==> src/rtl/interrupt_controller_pkg.sv <==
// -----------------------------------------------------------------------------
// interrupt_controller_pkg
// Shared definitions for the ForthCPU interrupt controller.
//   - intc_state_t : sequencing states (INTC_IDLE, INTC_REQ, INTC_SVC)
//   - IDX_W        : width of an IRQ line index (up to 8 lines)
//   - intc_vector  : vector address for a given line index
// -----------------------------------------------------------------------------
package interrupt_controller_pkg;

  localparam int IDX_W = 3;

  typedef enum logic [1:0] {
    INTC_IDLE = 2'd0,
    INTC_REQ  = 2'd1,
    INTC_SVC  = 2'd2
  } intc_state_t;

  // Vector address = base + (idx << shift); 16-bit arithmetic, wraps silently.
  function automatic logic [15:0] intc_vector(input logic [15:0]      base,
                                              input logic [IDX_W-1:0] idx,
                                              input int unsigned      shift);
    logic [15:0] offset;
    offset = {13'd0, idx} << shift;
    return base + offset;
  endfunction

endpackage

==> src/rtl/interrupt_controller_irq_priority_encoder.sv <==
// -----------------------------------------------------------------------------
// irq_priority_encoder
// Combinational fixed-priority encoder; the lowest set index wins.
// Ports:
//   PEND  in  NUM_IRQ  pending (requested and enabled) lines
//   VALID out 1        at least one line pending
//   IDX   out 3        index of the winning line (0 when none pending)
// -----------------------------------------------------------------------------
module irq_priority_encoder
  import interrupt_controller_pkg::*;
#(
  parameter int NUM_IRQ = 4
) (
  input  logic [NUM_IRQ-1:0] PEND,
  output logic               VALID,
  output logic [IDX_W-1:0]   IDX
);

  // Scan from the top down so the lowest pending index is the last one written.
  always_comb begin
    VALID = |PEND;
    IDX   = 3'd0;
    for (int i = NUM_IRQ - 1; i >= 0; i--) begin
      IDX = PEND[i] ? i[IDX_W-1:0] : IDX;
    end
  end

endmodule

==> src/rtl/interrupt_controller.sv <==
// -----------------------------------------------------------------------------
// interrupt_controller
// Sequences interrupt entry/exit for the ForthCPU core: fixed-priority
// arbitration of level IRQ lines, global interrupt enable (EI/DI/RETI),
// request to the fetch sequencer at instruction boundaries, vector supply and
// wake-up of a halted core.
// Ports:
//   CLK, RESET                   clock, asynchronous active-high reset
//   FETCH/DECODE/EXECUTE/COMMIT  phase strobes (only COMMIT is used)
//   IRQ[NUM_IRQ]                 level requests, held until acked
//   MASK_WE, MASK_DATA           load per-line enable register
//   EIX, DIX, RETIX              decoder strobes, sampled at COMMIT
//   HALTED                       core is halted
//   INT_TAKEN                    sequencer has entered the vector
//   INT_REQ, INT_VECTOR          request and target address
//   INT_ACK[NUM_IRQ]             one-hot acknowledge pulse
//   IE, IN_SERVICE               global enable, handler active
//   WAKE                         one-cycle restart pulse for a halted core
// -----------------------------------------------------------------------------
module interrupt_controller
  import interrupt_controller_pkg::*;
#(
  parameter int          NUM_IRQ      = 4,
  parameter logic [15:0] VECTOR_BASE  = 16'h0010,
  parameter int          VECTOR_SHIFT = 2
) (
  input  logic               CLK,
  input  logic               RESET,
  input  logic               FETCH,
  input  logic               DECODE,
  input  logic               EXECUTE,
  input  logic               COMMIT,
  input  logic [NUM_IRQ-1:0] IRQ,
  input  logic               MASK_WE,
  input  logic [NUM_IRQ-1:0] MASK_DATA,
  input  logic               EIX,
  input  logic               DIX,
  input  logic               RETIX,
  input  logic               HALTED,
  input  logic               INT_TAKEN,
  output logic               INT_REQ,
  output logic [15:0]        INT_VECTOR,
  output logic [NUM_IRQ-1:0] INT_ACK,
  output logic               IE,
  output logic               IN_SERVICE,
  output logic               WAKE
);

  intc_state_t        state;
  intc_state_t        state_nx;
  logic [NUM_IRQ-1:0] irq_en;
  logic [NUM_IRQ-1:0] pend;
  logic               enc_valid;
  logic [IDX_W-1:0]   enc_idx;
  logic [IDX_W-1:0]   idx_lat;
  logic [IDX_W-1:0]   idx_nx;
  logic               int_req_nx;
  logic [15:0]        vector_nx;
  logic [NUM_IRQ-1:0] ack_nx;
  logic               ie_nx;
  logic               in_service_nx;
  logic               wake_cond;
  logic               wake_prev;
  logic               unused_phases;

  // Only COMMIT matters here; the other phase strobes are deliberately ignored.
  assign unused_phases = ^{FETCH, DECODE, EXECUTE};

  assign pend      = IRQ & irq_en;
  assign wake_cond = HALTED & (|pend);

  irq_priority_encoder #(
    .NUM_IRQ (NUM_IRQ)
  ) u_enc (
    .PEND  (pend),
    .VALID (enc_valid),
    .IDX   (enc_idx)
  );

  // Per-line enable register.
  always_ff @(posedge CLK or posedge RESET) begin
    if (RESET) begin
      irq_en <= '0;
    end else if (MASK_WE) begin
      irq_en <= MASK_DATA;
    end else begin
      irq_en <= irq_en;
    end
  end

  // Next-state and next-output logic for the entry/exit sequencer.
  always_comb begin
    state_nx      = state;
    idx_nx        = idx_lat;
    int_req_nx    = INT_REQ;
    vector_nx     = INT_VECTOR;
    ack_nx        = '0;
    ie_nx         = IE;
    in_service_nx = IN_SERVICE;
    case (state)
      INTC_IDLE: begin
        if (COMMIT) begin
          // DI wins over EI in the same commit.
          if (DIX) begin
            ie_nx = 1'b0;
          end else if (EIX) begin
            ie_nx = 1'b1;
          end else begin
            ie_nx = IE;
          end
          // Uses the registered IE, so the commit that executes EI never takes.
          if (IE && enc_valid && !DIX) begin
            state_nx   = INTC_REQ;
            idx_nx     = enc_idx;
            int_req_nx = 1'b1;
            vector_nx  = intc_vector(VECTOR_BASE, enc_idx, VECTOR_SHIFT);
          end else begin
            state_nx = INTC_IDLE;
          end
        end else begin
          state_nx = INTC_IDLE;
        end
      end
      INTC_REQ: begin
        // Vector and latched index stay frozen; the latched line is acked
        // even if its request has dropped meanwhile.
        if (INT_TAKEN) begin
          state_nx      = INTC_SVC;
          int_req_nx    = 1'b0;
          ie_nx         = 1'b0;
          in_service_nx = 1'b1;
          for (int i = 0; i < NUM_IRQ; i++) begin
            ack_nx[i] = (idx_lat == i[IDX_W-1:0]);
          end
        end else if (COMMIT) begin
          if (DIX) begin
            ie_nx = 1'b0;
          end else if (EIX) begin
            ie_nx = 1'b1;
          end else begin
            ie_nx = IE;
          end
        end else begin
          state_nx = INTC_REQ;
        end
      end
      INTC_SVC: begin
        // Handlers do not nest: EI/DI are ignored until RETI.
        if (COMMIT && RETIX) begin
          state_nx      = INTC_IDLE;
          ie_nx         = 1'b1;
          in_service_nx = 1'b0;
        end else begin
          state_nx = INTC_SVC;
        end
      end
      default: begin
        state_nx      = INTC_IDLE;
        int_req_nx    = 1'b0;
        ie_nx         = 1'b0;
        in_service_nx = 1'b0;
      end
    endcase
  end

  // State and output registers.
  always_ff @(posedge CLK or posedge RESET) begin
    if (RESET) begin
      state      <= INTC_IDLE;
      idx_lat    <= 3'd0;
      INT_REQ    <= 1'b0;
      INT_VECTOR <= 16'h0000;
      INT_ACK    <= '0;
      IE         <= 1'b0;
      IN_SERVICE <= 1'b0;
    end else begin
      state      <= state_nx;
      idx_lat    <= idx_nx;
      INT_REQ    <= int_req_nx;
      INT_VECTOR <= vector_nx;
      INT_ACK    <= ack_nx;
      IE         <= ie_nx;
      IN_SERVICE <= in_service_nx;
    end
  end

  // Wake pulse on the rising edge of (HALTED & pending), independent of IE.
  always_ff @(posedge CLK or posedge RESET) begin
    if (RESET) begin
      wake_prev <= 1'b0;
      WAKE      <= 1'b0;
    end else begin
      wake_prev <= wake_cond;
      WAKE      <= wake_cond & ~wake_prev;
    end
  end

endmodule

==> config.mk <==
export PLATFORM = sky130hd
export DESIGN_NAME = interrupt_controller
export DESIGN_NICKNAME = d
export VERILOG_FILES = /design/src/rtl/interrupt_controller_pkg.sv /design/src/rtl/interrupt_controller_irq_priority_encoder.sv /design/src/rtl/interrupt_controller.sv
export SDC_FILE = /design/constraint.sdc
export NUM_CORES = 1
export LEC_CHECK = 0
export CORE_MARGIN = 5
export CORE_UTILIZATION = 30
export DETAILED_ROUTE_END_ITERATION = 8
export PLACE_DENSITY = 0.75
export SYNTH_ARGS = -nofsm -noshare
export SYNTH_HDL_FRONTEND = slang
export SYNTH_SLANG_ARGS = --single-unit
export TNS_END_PERCENT = 5
==> constraint.sdc <==
create_clock -name CLK -period 2.05 [get_ports CLK]
set_input_delay 0.41 -clock CLK [delete_from_list [all_inputs] [get_ports CLK]]
set_output_delay 0.41 -clock CLK [all_outputs]
set_load 0.03 [all_outputs]
==> impl_metrics.py <==
metrics = {
    "detailed_routing": {
        "wl_met1_um": 611,
        "highest_layer": "met4",
        "dr_wl_met3_um": 167,
        "antenna_left": 0,
        "vias_per_cell": 4.51,
        "wirelength_mm": 1.59,
        "avgRoutedWirePerCell_um": 11.8,
        "drc_errors": 0,
        "wl_met2_um": 791,
        "drt_iter0_drc": 8,
        "firstDrtPassIters": 4,
        "num_vias": 609,
    },
    "grt": {
        "grt_pass1_wl_mm": 2.66,
        "antenna_found_initial": 0,
        "grt_max_degree": 19,
        "grt.total_usage_pct": 8.35,
        "grt_pass1_vias": 608,
        "grt_remaining_overflow": 0,
    },
    "floorplan": {
        "pin_count": 44,
        "dieArea_um2": 3940,
        "core-area_um2": 2710,
        "initial_core_util_pct": 30.8,
        "num_rows": 19,
        "dieHeight_um": 62.8,
        "die_w_um": 62.8,
    },
    "setup_path": {
        "reg2reg_to": "idx_lat[0]",
        "critPathLaunchType": "flop",
        "critPathKind": "flop to primary output",
        "cp.depth": 1,
        "critPathTopFamily": "buffers and inverters",
        "path_buf_inv": 1,
        "cp.required_ns": 1.64,
        "reg2reg_slack_ns": 0.61,
        "reg2reg_from": "irq_en[2]",
        "critPathLaunch": "INT_VECTOR[3]",
        "rr_worst_depth": 4,
        "slowest_stage": "clkdlybuf4s50_1",
        "cp_max_fo": 6,
        "critPathCaptureType": "primary output",
        "endpoint": "INT_VECTOR[3]",
        "max_stage_delay_ns": 0.70,
        "crit_path_cell_trace": "clkdlybuf4s50_1",
        "arrival_ns": 1.43,
    },
    "synthesis": {
        "synth_cell_types": 25,
        "synth_fa_ha_area_share_pct": 0,
        "synth_top_area_cell": "dfrtp_1",
        "netlist_area_um2": 836,
        "synthCells": 74,
        "ys_ff_latch": 18,
        "synth_xor_area_share_pct": 0,
        "syn_area_per_cell_um2": 11.3,
        "synth_compound_area_share_pct": 12.1,
        "synth_area_leaders": "dfrtp_1 (54%), buf_4 (12%), mux2_2 (6.7%)",
        "synth.top_cell.area_share_pct": 53.9,
        "synth_top_family_by_area": "buffers and inverters",
        "synth_simple_gate_area_share_pct": 11.5,
        "synth-seq-area-share_pct": 53.9,
        "muxShareOfSynthArea_pct": 8.53,
        "yosysWarnings": 0,
    },
    "worst_hold_path": {
        "hold_class": "flop to flop",
    },
    "power": {
        "seq_power_share_pct": 43.4,
        "pwr-share-clk_pct": 18.6,
        "p_switching_w": 0.000422,
        "combPwrFrac_pct": 38.0,
        "cellPowerDensity_nw_per_um2": 1030,
        "p_leak_nw": 0.521,
        "p_sw_share_pct": 36.3,
        "intPower_w": 0.000741,
        "ir_drop_v": 0.000632,
    },
    "placed_design": {
        "portBuffers": 27,
        "dpl.hpwl_mm": 1.33,
        "dp_slack_ns": 0.126,
        "place_congestion": 0.809,
    },
    "run_status": {
        "outcome": "finished, final reports clean",
    },
    "clock_network": {
        "cts_buffer_depth": 2,
        "htreeDepth": 1,
        "cts_tree": "built",
        "hold_buffers": 0,
        "root_buffer": "clkbuf_4",
        "cts_buffers": 3,
        "post_cts_buffers": 0,
        "clk_latency_ns": 0.29,
        "clk_pin_slew_ns": 0.10,
        "post_cts_resize_count": 0,
        "clock-sinks": 18,
    },
    "layout": {
        "area_delta_synth_final_pct": 35.0,
        "antenna_cells": 0,
        "drive_gt1_share_pct": 13.5,
        "fillers": 275,
        "layout.nets": 125,
    },
    "sta": {
        "clock_skew_ns": 0.00465,
        "period_needed_ns": 1.84,
        "period_share_pct": 90.0,
        "setup_ws_ns": 0.206,
        "finalHoldViolations": 0,
        "tns_ns": 0,
        "maxSlewViolCount": 0,
        "setup_viol": 0,
        "tightest_slew_ns": 0.672,
        "rsz0062_at_grt": "false",
        "relSlewSlack_pct": 55.1,
        "clock.fmax_mhz": 542,
    },
    "flow_run": {
        "drv_cap": 0,
    },
}
-- cells by family after synthesis --
group | Yosys count
DFF | 18
and+or+nand+nor | 17
buffers and inverters | 17
AOI/OAI and AO/OA | 15
muxes | 6
other | 1
-- layout make-up --
| class | instances | area [µm²] | area share (%) |
|---|---|---|---|
| Clock buffer | 4 | 36.3 | 3.22 |
| Inverter | 4 | 15.0 | 1.33 |
| Multi-Input combinational cell | 51 | 318 | 28.2 |
| Sequential cell | 18 | 450 | 39.9 |
| Tap cell | 31 | 38.8 | 3.44 |
| Timing Repair Buffer | 27 | 270 | 23.9 |
-- per-stage QoR --
step,instances,instance area [µm²],hold WS (ns),power (W),util (%)
2_1_floorplan,86,881,0.349,0.000789,-
3_3_place_gp,131,1090,0.384,0.000943,40.3
3_5_place_dp,131,1090,0.399,0.000957,40.3
4_1_cts,135,1130,0.413,0.00117,41.6
5_1_grt,135,1130,0.423,0.00123,41.6
6_report,135,1130,0.405,0.00116,41.6
-- how the worst min path moves through the flow --
stage	startpoint	end	slack, ns	cells after the start
6_report	wake_prev	WAKE	0.40	1
5_1_grt	wake_prev	WAKE	0.42	1
4_1_cts	wake_prev	WAKE	0.41	1
3_5_place_dp	wake_prev	WAKE	0.40	1
3_3_place_gp	wake_prev	WAKE	0.38	1
2_1_floorplan	RESET	IE	0.35	1
-- per-layer routing --
metal | GRT usage, % | vias up
met5 | 0 | -
li1 | - | 289
met2 | 13.6 | 29
met3 | 4.14 | 4
met4 | 4.24 | 0
met1 | 8.85 | 287
-- flip-flops by register name, indices dropped and copies added (netlist names) --
name        cells
IE              1
state           2
wake_prev       1
INT_ACK         4
irq_en          4
INT_VECTOR      2
WAKE            1
INT_REQ         1
IN_SERVICE      1
idx_lat         1
-- synthesized netlist by cell type --
library cell and instances:
nor3b_1 1, or2_0 1, and2_2 1, o21a_1 1
buf_4 13, and3_1 2, nor2b_1 2, a21oi_1 6
inv_1 4, dfrtp_1 18, a31o_2 1, and2_4 1
mux2_2 5, o21ai_0 1, o21bai_1 1, mux2_4 1
a311oi_1 1, a32oi_1 1, nand2_1 4, a21o_1 1
a22o_1 2, or2_2 1, and4_1 1, conb_1 1
nor2_1 3
-- layout by cell type (no fill, tap or decap), drive strengths merged --
cell / count
nor2b: 2
clkdlybuf4s50: 27
o21a: 1
clkbuf: 4
conb: 13
nor2: 3
dfrtp: 18
a21oi: 6
a32oi: 1
nand2: 4
and2: 2
o21bai: 1
o21ai: 1
a21o: 1
a31o: 1
inv: 4
a22o: 2
and3: 2
and4: 1
a311oi: 1
nor3b: 1
mux2: 6
or2: 2
-- power by group through the flow --
stage / registers (W) / logic (W) / clock network, W
after global placement: 0.000507 / 0.000435 / 0
after global routing: 0.000521 / 0.000475 / 0.000238
after detailed placement: 0.000513 / 0.000444 / 0
after CTS: 0.000506 / 0.000445 / 0.000219
after floorplan: 0.000609 / 0.000180 / 0
final: 0.000505 / 0.000441 / 0.000217
(Power assumes the default switching activity.)
